$ cat src/rtl/noise_test_pkg.sv
// Shared types and constants for the multi-channel noise tester:
// FSM states, LFSR geometry, and active-low 7-segment glyphs.
package noise_test_pkg;

  typedef enum logic [1:0] {
    S_IDLE = 2'd0,
    S_RUN  = 2'd1,
    S_DONE = 2'd2
  } state_t;

  localparam int LFSR_W = 16;
  // Taps 16,14,13,11 expressed as bit positions 15,13,12,10
  localparam logic [LFSR_W-1:0] LFSR_TAPS = 16'hB400;

  localparam logic [6:0] SEG_ZERO  = 7'b1000000;
  localparam logic [6:0] SEG_BLANK = 7'b1111111;

  // Segment order {g,f,e,d,c,b,a}, active-low; index = nibble value
  localparam logic [15:0][6:0] SEG_GLYPH = {
    7'b0001110, 7'b0000110, 7'b0100001, 7'b1000110,
    7'b0000011, 7'b0001000, 7'b0010000, 7'b0000000,
    7'b1111000, 7'b0000010, 7'b0010010, 7'b0011001,
    7'b0110000, 7'b0100100, 7'b1111001, 7'b1000000
  };

  function automatic logic [LFSR_W-1:0] lfsr_next(input logic [LFSR_W-1:0] cur);
    return {cur[LFSR_W-2:0], ^(cur & LFSR_TAPS)};
  endfunction

endpackage

$ cat src/rtl/hex_to_7seg.sv
// Combinational nibble to active-low 7-segment decoder.
module hex_to_7seg
  import noise_test_pkg::*;
(
  input  logic [3:0] nibble,
  output logic [6:0] seg
);

  assign seg = SEG_GLYPH[nibble];

endmodule

$ cat src/rtl/noise_test_multi.sv
// Multi-channel PRBS noise tester: drives tx_pin, compares synchronised rx_pin
// once per bit, keeps saturating per-channel error counts shown on HEX0..HEX3.
//
// state  | meaning
// S_IDLE | outputs quiet, waiting for a start edge
// S_RUN  | transmitting N_BITS bits, counting mismatches
// S_DONE | run finished, counts held and valid
module noise_test_multi
  import noise_test_pkg::*;
#(
  parameter int              N_CH          = 2,
  parameter int              BIT_PERIOD    = 50,
  parameter int              SAMPLE_OFFSET = 40,
  parameter int              N_BITS        = 1000,
  parameter int              CNT_W         = 16,
  parameter logic [15:0]     SEED          = 16'hACE1
) (
  input  logic            clk,
  input  logic            reset,
  input  logic            start,
  input  logic [3:0]      chan_sel,
  input  logic [N_CH-1:0] rx_pin,
  output logic [N_CH-1:0] tx_pin,
  output logic            busy,
  output logic            done,
  output logic [6:0]      HEX0,
  output logic [6:0]      HEX1,
  output logic [6:0]      HEX2,
  output logic [6:0]      HEX3
);

  localparam int PH_W = $clog2(BIT_PERIOD);
  localparam int BC_W = (N_BITS > 1) ? $clog2(N_BITS) : 1;

  state_t                      state, state_next;
  logic [2:0]                  start_sync;
  logic                        start_pulse;
  logic [N_CH-1:0]             rx_meta, rx_sync;
  logic [LFSR_W-1:0]           lfsr, lfsr_adv;
  logic [PH_W-1:0]             phase;
  logic [BC_W-1:0]             bit_cnt;
  logic [N_CH-1:0][CNT_W-1:0]  err_cnt;
  logic                        launch, sample_now, bit_end, last_bit;
  logic [15:0]                 cnt_sel;
  logic [3:0][6:0]             seg_next;

  // Edge pulse is registered so a run begins three edges after start is seen
  always_ff @(posedge clk or posedge reset) begin
    if (reset) begin
      start_sync  <= '0;
      start_pulse <= 1'b0;
      rx_meta     <= '0;
      rx_sync     <= '0;
    end else begin
      start_sync  <= {start_sync[1:0], start};
      start_pulse <= start_sync[1] & ~start_sync[2];
      rx_meta     <= rx_pin;
      rx_sync     <= rx_meta;
    end
  end

  assign launch     = (state != S_RUN) && start_pulse;
  assign sample_now = (state == S_RUN) && (phase == PH_W'(SAMPLE_OFFSET));
  assign bit_end    = (state == S_RUN) && (phase == PH_W'(BIT_PERIOD - 1));
  assign last_bit   = (bit_cnt == BC_W'(N_BITS - 1));
  assign lfsr_adv   = lfsr_next(lfsr);

  always_ff @(posedge clk or posedge reset) begin
    if (reset) state <= S_IDLE;
    else       state <= state_next;
  end

  always_comb begin
    state_next = state;
    case (state)
      S_IDLE, S_DONE: if (start_pulse) state_next = S_RUN;
      S_RUN:          if (bit_end && last_bit) state_next = S_DONE;
      default:        state_next = S_IDLE;
    endcase
  end

  always_comb begin
    busy = (state == S_RUN);
    done = (state == S_DONE);
  end

  always_ff @(posedge clk or posedge reset) begin
    if (reset) begin
      lfsr    <= '0;
      tx_pin  <= '0;
      phase   <= '0;
      bit_cnt <= '0;
    end else if (launch) begin
      lfsr    <= SEED;
      tx_pin  <= SEED[N_CH-1:0];
      phase   <= '0;
      bit_cnt <= '0;
    end else if (state == S_RUN) begin
      if (bit_end) begin
        phase <= '0;
        if (last_bit) begin
          tx_pin <= '0;
        end else begin
          lfsr    <= lfsr_adv;
          tx_pin  <= lfsr_adv[N_CH-1:0];
          bit_cnt <= bit_cnt + BC_W'(1);
        end
      end else begin
        phase <= phase + PH_W'(1);
      end
    end
  end

  for (genvar i = 0; i < N_CH; i++) begin : g_ch
    logic [CNT_W-1:0] cnt;
    always_ff @(posedge clk or posedge reset) begin
      if (reset)
        cnt <= '0;
      else if (launch)
        cnt <= '0;
      else if (sample_now && (rx_sync[i] != tx_pin[i]) && (cnt != '1))
        cnt <= cnt + CNT_W'(1);
    end
    assign err_cnt[i] = cnt;
  end

  // Out-of-range selections fall through to zero
  always_comb begin
    cnt_sel = '0;
    for (int i = 0; i < N_CH; i++)
      if (chan_sel == 4'(i)) cnt_sel = 16'(err_cnt[i]);
  end

  for (genvar d = 0; d < 4; d++) begin : g_hex
    hex_to_7seg u_dec (
      .nibble(cnt_sel[4*d +: 4]),
      .seg   (seg_next[d])
    );
  end

  always_ff @(posedge clk or posedge reset) begin
    if (reset) begin
      HEX0 <= SEG_ZERO;
      HEX1 <= SEG_ZERO;
      HEX2 <= SEG_ZERO;
      HEX3 <= SEG_ZERO;
    end else begin
      HEX0 <= seg_next[0];
      HEX1 <= seg_next[1];
      HEX2 <= seg_next[2];
      HEX3 <= seg_next[3];
    end
  end

endmodule

$ cat config.mk
export PLATFORM = sky130hd
export DESIGN_NAME = noise_test_multi
export DESIGN_NICKNAME = d
export VERILOG_FILES = /design/src/rtl/noise_test_pkg.sv /design/src/rtl/hex_to_7seg.sv /design/src/rtl/noise_test_multi.sv
export SDC_FILE = /design/constraint.sdc
export NUM_CORES = 1
export LEC_CHECK = 0
export BUFFER_PORTS_ARGS = -buffer_cell sky130_fd_sc_hd__buf_2
export CORE_MARGIN = 2
export CORE_UTILIZATION = 45
export DETAILED_ROUTE_END_ITERATION = 12
export MAX_ROUTING_LAYER = met4
export SYNTH_ARGS = -nofsm -noshare
export SYNTH_HDL_FRONTEND = slang
export SYNTH_SLANG_ARGS = --single-unit
$ cat constraint.sdc
create_clock -name clk -period 8 [get_ports clk]
set_input_delay 0.8 -clock clk [delete_from_list [all_inputs] [get_ports clk]]
set_output_delay 0.8 -clock clk [all_outputs]
set_load 0.05 [all_outputs]
### Yosys cells after proc, flatten, opt, wreduce, memory -nomap -nowiden

Memory sizes are Yosys's and may differ from the RTL's. A register that Yosys moved wholly into a read port is not among the register bits.
Index checks and enable logic that the tools add are counted.

| word-level totals | value |
|---|---|
| output and inout bits | 32 |
| memories | 4 |
| bits in registers | 76 |
| bits of input ports | 9 |
| word-level logic and storage cells | 78 |
| ROM bits | 448 |

Memories:

| name | depth | bits a word | read ports | clocked after Yosys merged registers in | write ports | line | text |
|---|---|---|---|---|---|---|---|
| (no name shown) | 16 | 7 | 1 | 1 | 0 | hex_to_7seg.sv:9 | `assign seg = SEG_GLYPH[nibble];` |
| (no name shown) | 16 | 7 | 1 | 1 | 0 | hex_to_7seg.sv:9 |  |
| (no name shown) | 16 | 7 | 1 | 1 | 0 | hex_to_7seg.sv:9 |  |
| (no name shown) | 16 | 7 | 1 | 1 | 0 | hex_to_7seg.sv:9 |  |

| operators by class | value |
|---|---|
| reduce and logical (&&, ||, !) cells | 19 |
| add/sub/neg operators | 4 |
| equal/unequal tests | 14 |
| muxes and demuxes | 24 |
| bitwise operators | 2 |

Operators with widths:

| cell | count |
|---|---|
| $mux W16 | 10 |
| $mux W10 | 4 |
| $add A16 B1 Y16 const B | 2 |
| $ne A16 B16 Y1 const B | 2 |
| $mux W6 | 3 |
| $reduce_xor A16 Y1 | 1 |
| $eq A6 B6 Y1 const B | 2 |
| $mux W2 | 6 |
| $add A10 B1 Y10 const B | 1 |
| $eq A10 B10 Y1 const B | 1 |
| $logic_and A1 B1 Y1 | 8 |
| $reduce_bool A2 Y1 | 4 |
| $add A6 B1 Y6 const B | 1 |
| $eq A4 B1 Y1 const B | 1 |
| $logic_not A4 Y1 | 1 |
| $ne A2 B1 Y1 const B | 2 |
| $ne A2 B2 Y1 const B | 2 |
| $pmux W2 S2 | 1 |
| $reduce_and A2 Y1 | 2 |
| $reduce_and A3 Y1 | 1 |
| $eq A2 B1 Y1 const B | 1 |
| $eq A2 B2 Y1 const B | 1 |
| $logic_not A2 Y1 | 1 |
| $ne A1 B1 Y1 | 2 |
| 3 further kinds | 3 |

### Logic depth before layout (Yosys ltp)

Gate-level depths: netlist (run 1).

| depth | value |
|---|---|
| word-level depth | 6 |
| depth in mapped cells | 8 |
| mapped depth without buffers | 6 |

### Cells and area by module

A second synthesis (run 1) with hierarchy kept.

| second synthesis, totals | value |
|---|---|
| cell total of the unflattened synthesis | 556 |
| area total of the unflattened synthesis | 5715.5 um^2 |

By module, submodules not included:

| module | area an instance (um^2) | times used | cells each | sequential area each (um^2) |
|---|---|---|---|---|
| noise_test_multi | 4615.7 | 1 | 427 | 2607.5 |
| hex_to_7seg at g_hex[0].u_dec ... | 275.3 | 3 | 32 | 0.0 |
| hex_to_7seg at g_hex[2].u_dec | 274.0 | 1 | 33 | 0.0 |

### Worst setup path before layout (run 1)

Ideal clock, no wire load.

| timing | value |
|---|---|
| path kind | input port to flip-flop |
| start | in chan_sel[3] |
| end | reg HEX2[3] |
| setup time | 0.138 ns |
| stages on the path | 7 |
| path slack | 5.370 ns |
| path buffers | 1 |
| arrival | 2.492 ns |
| data required time | 7.862 ns |
| cell sequence | or3_1 -> buf_2 -> nor2_1 -> inv_1 -> ha_1 -> inv_1 -> mux4_2 |

| between the ends | value |
|---|---|
| cells in the longest elaborated chain, start to end | 3 |
| elaborated cells between the ends (all ways) | 4 |
| those cells by class | eq/ne: 1; mux: 2; reduce/logical: 1 |

RTL lines:

| element | line | text |
|---|---|---|
| from (decl) | noise_test_multi.sv:21 | `input logic [3:0] chan_sel,` |
| $logic_not A4 Y1 | noise_test_multi.sv:131 | `if (chan_sel == 4'(i)) cnt_sel = 16'(err_cnt[i]);` |
| $mux W16 | noise_test_multi.sv:131 |  |
| $mux W16 (*) | noise_test_multi.sv:131 |  |
| to (decl) | noise_test_multi.sv:28 | `output logic [6:0] HEX2,` |

Every way passes the cells marked *; elsewhere a longest branch is shown, timed or not.
A chain may end at the register's enable or synchronous reset.

### Worst setup path in the final report (run 1)

| timing | value |
|---|---|
| start | in chan_sel[3] |
| end | reg HEX1[3] |

| between the ends | value |
|---|---|
| cells in the longest elaborated chain, start to end | 3 |
| elaborated cells between the ends (all ways) | 4 |
| those cells by class | eq/ne: 1; mux: 2; reduce/logical: 1 |

RTL lines:

| element | line | text |
|---|---|---|
| $logic_not A4 Y1 | noise_test_multi.sv:131 |  |
| $mux W16 | noise_test_multi.sv:131 |  |
| $mux W16 (*) | noise_test_multi.sv:131 |  |
| to (decl) | noise_test_multi.sv:27 | `output logic [6:0] HEX1,` |

Marks and branches as above.

==> metrics.cfg, run 1 <==
[status]
outcome=complete, no violations

[hold_path]
worstHoldStart=rx_meta[0]$_DFF_PP0_
min_to=rx_sync[0]$_DFF_PP0_
hold_path_class=register to register
worstHoldPathCells=0

[synth]
synth_top_family_by_area=simple AND/OR/NAND/NOR gates
ys_top_cells_by_area=dfrtp_1 42%, ha_1 6.3%, mux2i_1 4.9%, nand3_1 3.3%, nand2_1 3.3%
synth_edf_count=0
avgSynthCellArea_um2=10.1
synth_ff_type=dfrtp_1
async_flop_share_pct=100
synth_compound_area_share_pct=12.5
syn_area_mm2=0.00592
synth_cells=589
synth_top_area_share_pct=42.3
yosysWarnings=0
synth_top_area_cell=dfrtp_1
synth_simple_gate_area_share_pct=21.7
synth-seq-cells=104
ys_types=62
synthAdderAreaFrac_pct=6.34
syn_nets=628
yosysSeqAreaShare_pct=44.0
synthXorXnorAreaFrac_pct=1.48
muxShareOfSynthArea_pct=9.09

[critical_path]
path_max_fanout=15
cp-start-kind=primary input
worstSetupPathType=primary input to register
end_kind=register
rr_startpoint=state[1]$_DFFE_PP0P_
required_ns=8.22
worstPathArrival_ns=2.90
reg2reg_depth=5
r2r-end=lfsr[13]$_DFFE_PP0P_
regToRegSetupSlack_ns=5.65

[floorplan]
fp.dieW_um=119
die_y_um=119
rows=41
initial_core_util_pct=46.5
dieArea_mm2=0.0141
io_pins=41
core_area_mm2=0.0127

[timing]
final_min_period_over_clock_period_pct=33.4
tns_ns=0
tightest_slew_ns=0.987
rsz0062_at_grt=no
period_minus_slack_ns=2.67
setup_viol=0
slew-limit-headroom_pct=34.2
clock.fmax_mhz=374
finClkSkew_ns=0.0119
drv_slew=0
hold_viol=0

[pwr]
max-vdd-ir-drop_v=0.000154
p_leak_nw=2.85
p_per_area_mw_per_mm2=172

[routing]
drc=0
routedWlPerCell_um=16.0
dr_total_vias=4594
drt_first_pass_iters=5
drtIter0Drc=279
viasPerCell=5.83
totalWireLength_um=12600
final_antenna_net_count=0

[clock_network]
cts_resized=0
cts.sink_count=104
clkLatencyLatePin_ns=0.36
cts_tree=done
cts_setup_buffers=0
cts_buffers=9
clockBufferDepth=2
hold_buffers=0
clkTransAtPathRegs_ns=0.07
htreeDepth=3
ctsRootBufferMaster=clkbuf_16

[final_layout]
instances_no_fill=788
diodes=0
fin_nets=650
fin_util_pct=50.9
drive_gt1_share_pct=15.6
area_delta_synth_final_pct=9.47

[place]
port_buffers=40
place_hpwl_um=8680
place_inst=772
routabilityCongestion=0.856

[global_route]
track_usage_pct=19.4
grt_max_degree=78
overflow=0
grt_pass1_vias=4431
antenna_found_initial=0
grt_pass1_wl_um=21600

[job]
drv_cap=0

## synthesized netlist by cell type, types with 4 or more instances
library cell  count
dfrtp_1         100
nand2_1          52
nand3_1          39
a21oi_1          31
ha_1             30
mux2i_1          29
inv_1            21
nor2_1           20
o31ai_1          19
o21ai_1          18
or4_1            18
o22ai_1          14
and3_1           13
buf_2            12
nand4_1          12
clkbuf_1         11
nand2b_1         11
o21ai_0          10
nor3_1            9
mux2_2            8
nor4_1            8
and4_1            7
xnor2_1           7
a21o_1            6
mux2_1            6
or3_1             6
buf_6             5
inv_2             5
a221o_1           4
buf_4             4
dfstp_2           4
mux4_2            4
nor4_2            4
## sequential cells by signal (all words and copies together) (netlist names), 2 cells and up
name        count
g_ch.cnt       32
lfsr           16
bit_cnt        10
HEX0            7
HEX1            7
HEX2            7
HEX3            7
phase           6
start_sync      3
rx_meta         2
rx_sync         2
state           2
tx_pin          2
## worst max-delay path, cell delays in order
cell and delay [ns]:
buf_2 0.11, nor3_2 0.70, nand2_1 0.36, ha_1 0.41, inv_1 0.06, mux4_2 0.45
## cells in the final DEF (no fill, tap or decap), types with 3 or more instances in the layout
cell type,instances
a21oi_1,31
a21o_1,6
o21ai_1,18
inv_1,20
nor4_1,8
and4_1,7
nand2_1,52
o41ai_1,3
nand4_1,12
buf_4,4
buf_2,40
nor2_1,19
xor2_1,3
o22ai_1,14
xnor2_1,7
inv_2,5
and3_1,13
mux4_2,4
nand3_1,39
nand2b_1,11
ha_1,30
mux2_1,6
mux2_2,8
dfstp_2,4
dfrtp_1,100
nor4_2,4
clkbuf_16,9
o21ai_0,10
o31ai_1,19
a22o_1,3
mux2i_1,29
or3_1,6
nor3_1,9
a221o_1,4
or4_1,18
## routing by layer
metal | GRT usage, % | vias to the layer above | share of wire (%)
met5 | - | - | 0
li1 | - | 2216 | -
met3 | 5.41 | 9 | 4.4
met4 | 4.24 | 0 | 0.89
met1 | 23.2 | 2278 | 44
met2 | 32.9 | 91 | 51
## power breakdown
part	switching, mW	internal (mW)
sequential	0.0238	0.547
combinational	0.0574	0.0396
clock	0.204	0.245
## logic make-up (layout without fill, tap and decap cells)
family          count (synthesis)  after routing
mux                            47             47
buf+inv                        59             86
xor+xnor                       10             10
fa+ha+maj                      30             30
compound gates                117            117
simple gates                  222            222
flops                         104            104
## how the worst max path moves through the flow
stage	from	to	depth (start not counted)	slack, ns
4_1_cts	chan_sel[3]	HEX1[3]$_DFF_PP0_	6	5.34
2_1_floorplan	reset	HEX0[0]$_DFF_PP0_	1	4.47
5_1_grt	chan_sel[3]	HEX1[3]$_DFF_PP0_	6	5.16
3_3_place_gp	chan_sel[3]	HEX0[3]$_DFF_PP0_	6	5.08
6_report	chan_sel[3]	HEX1[3]$_DFF_PP0_	6	5.33
3_5_place_dp	chan_sel[3]	HEX1[3]$_DFF_PP0_	6	4.96
## stage by stage
stage / cell area, um2 / setup WS (ns) / hold slack (ns) / power, mW
3_3_place_gp: 6180 / 5.08 / 0.334 / 0.677
2_1_floorplan: 5920 / 4.47 / 0.331 / 0.653
5_1_grt: 6480 / 5.16 / 0.358 / 1.17
4_1_cts: 6480 / 5.34 / 0.356 / 1.13
3_5_place_dp: 6180 / 4.96 / 0.339 / 0.680
6_report: 6480 / 5.33 / 0.354 / 1.12
## area by class of cell
cell class,instances,area [um2]
Tap cell,172,215
Fill cell,1214,6240
Clock inverter,6,67.6
Timing Repair Buffer,44,230
Sequential cell,104,2610
Multi-Input combinational cell,426,3030
Inverter,26,100
Clock buffer,10,229
Note: power is estimated with default switching activity, not from simulation.
==> inputs of run 2 (changes only) <==
==> constraint.sdc (replaced) <==
create_clock -name clk -period 2.76 [get_ports clk]
set_input_delay 0.276 -clock clk [delete_from_list [all_inputs] [get_ports clk]]
set_output_delay 0.276 -clock clk [all_outputs]
set_load 0.05 [all_outputs]
==> run 2 against run 1 <==
Non-clock buffer count up 11. Worst hold slack got worse by 0.34 ns. Cell count up 1.4%. Count of clock-buffer cells in the layout stayed put. Sequential share of layout area shrank 0.69 points. Sequential power grew to 2.9 times the previous value. Wire length decreased by 0.74%. Setup slack got worse by 4.8 ns. Cell area grew 1.8%. Sequential cell count is the same.
==> metrics.cfg, run 2 (synthesis gave the netlist of run 1 again) <==
[routing]
drt_first_pass_iters=5  ; unchanged
totalWireLength_um=12500  ; -0.74%
drc=0  ; unchanged
final_antenna_net_count=0  ; unchanged
viasPerCell=5.75  ; -1.4%
dr_total_vias=4593  ; -0.022%
routedWlPerCell_um=15.7  ; -2.1%
drtIter0Drc=276  ; -1.1%

[final_layout]
area_delta_synth_final_pct=11.4
largest_registers=g_ch.cnt (32), lfsr (16), bit_cnt (10)
largest_reg_flops=32  ; unchanged
fin_util_pct=51.8  ; +0.90 points
layout_common_cells=100 x dfrtp_1, 52 x nand2_1, 40 x buf_2
diodes=0  ; unchanged
fin_nets=661  ; +1.7%
final_common_cell=dfrtp_1
regMostFlops=g_ch.cnt
final_area_mm2=0.00660  ; +1.8%
drive_gt1_share_pct=17.1  ; +1.5 points

[clock_network]
hold_buffers=0  ; unchanged
cts_tree=done
clkTransAtPathRegs_ns=0.07  ; about the same
cts_buffers=9  ; unchanged
clockBufferDepth=2  ; unchanged
cts_setup_buffers=0  ; unchanged
ctsRootBufferMaster=clkbuf_16
clkLatencyLatePin_ns=0.36  ; about the same
cts.sink_count=104  ; unchanged
htreeDepth=3  ; unchanged
cts_resized=0  ; unchanged

[timing]
rsz0062_at_grt=no
hold_viol=0  ; unchanged
finClkSkew_ns=0.0120  ; +0.000117 ns
slew-limit-headroom_pct=53.6  ; +19 points
setup_viol=0  ; unchanged
holdWs_ns=0.0115  ; -0.342 ns
clock.fmax_mhz=451
tns_ns=0  ; unchanged
tightest_slew_ns=0.695  ; -0.292 ns
final_min_period_over_clock_period_pct=80.3
period_minus_slack_ns=2.22
finalWorstSetupSlack_ns=0.543  ; -4.78 ns
drv_slew=0  ; unchanged

[global_route]
track_usage_pct=19.4  ; -0.022 points
grt_pass1_vias=4477  ; +1.0%
antenna_found_initial=0  ; unchanged
grt_max_degree=52  ; -33%
grt_pass1_wl_um=21700  ; +0.38%
overflow=0  ; unchanged

[floorplan]
fp.dieW_um=119  ; unchanged
io_pins=41  ; unchanged
die_y_um=119  ; unchanged
rows=41  ; unchanged
core_area_mm2=0.0127  ; unchanged
dieArea_mm2=0.0141  ; unchanged
initial_core_util_pct=46.5  ; unchanged

[critical_path]
cp_num_buf_inv=1  ; -1
path_delay_family=simple AND/OR/NAND/NOR gates
reg2reg_depth=6  ; +1
critical_path.cell_chain=inv_1 > ha_1 > and4b_1 > nand3b_2 > or4_1 > a21oi_1
worstPathArrival_ns=2.50  ; -0.40 ns
cp-start-kind=register
path_max_fanout=20  ; +5
end_kind=register
worstSetupPathType=register to register
worst_path_max_delay_cell=or4_1
required_ns=3.04  ; -5.18 ns
path_depth=6  ; unchanged
max_stage_delay_ns=0.62  ; -0.08 ns

[hold_path]
hold_path_class=primary input to asynchronous set/reset pin

[place]
port_buffers=40  ; unchanged
preCtsSetupSlack_ns=0.544  ; -4.42 ns
routabilityCongestion=0.848  ; -0.92%
placed_cell_area_mm2=0.00628  ; +1.5%
place_hpwl_um=8770  ; +1.1%

[pwr]
p_per_area_mw_per_mm2=503  ; +190%
p_leak_nw=2.92  ; +2.5%
max-vdd-ir-drop_v=0.000369  ; +140%

[job]
drv_cap=0  ; unchanged

[status]
outcome=complete, no violations

==> run 2: cell types whose count changed in the layout (fill, tap and decap cells not counted), sizes merged <==
cell    before  now
buf         44   55
bufinv       1    2
inv         28   27
==> run 2: cell type report <==
type | count | area (um2)
inverters | 26 | 101
well taps | 172 | 215
clock inverters | 6 | 90.1
repair buffers | 55 | 325
clock buffers | 10 | 229
flip-flops and latches | 104 | 2610
multi-input cells | 426 | 3030
fillers | 1189 | 6130
==> run 2: final timing paths <==
path | from | end | slack (ns)
setup / recovery | phase[0]$_DFFE_PP0P_ | g_ch[0].cnt[11]$_DFFE_PP0P_ | 0.54
min in group clk | start | start_sync[0]$_DFF_PP0_ | 0.02
max in group asynchronous | reset | g_ch[1].cnt[10]$_DFFE_PP0P_ | 1.99
setup reg to reg | phase[0]$_DFFE_PP0P_ | g_ch[0].cnt[11]$_DFFE_PP0P_ | 0.54
hold reg to reg | rx_meta[1]$_DFF_PP0_ | rx_sync[1]$_DFF_PP0_ | 0.35
hold / removal | reset | g_ch[0].cnt[14]$_DFFE_PP0P_ | 0.01
==> run 2: power by group <==
group / internal [mW] / switching (mW)
clock network: 0.800 / 0.574
registers: 1.59 / 0.0676
logic: 0.121 / 0.169
total: 2.51 / 0.811
==> run 2: through the flow <==
stage          std cells  power [mW]
5_1_grt              799        3.47
4_1_cts              799        3.37
3_5_place_dp         783        1.97
2_1_floorplan        589        1.89
3_3_place_gp         783        1.96
6_report             799        3.32
==> run 2: layer usage <==
layer	wire length (um)	track usage [%]
met5	0	-
met4	225	6.03
met3	610	5.12
met2	6100	32.0
met1	5590	23.3
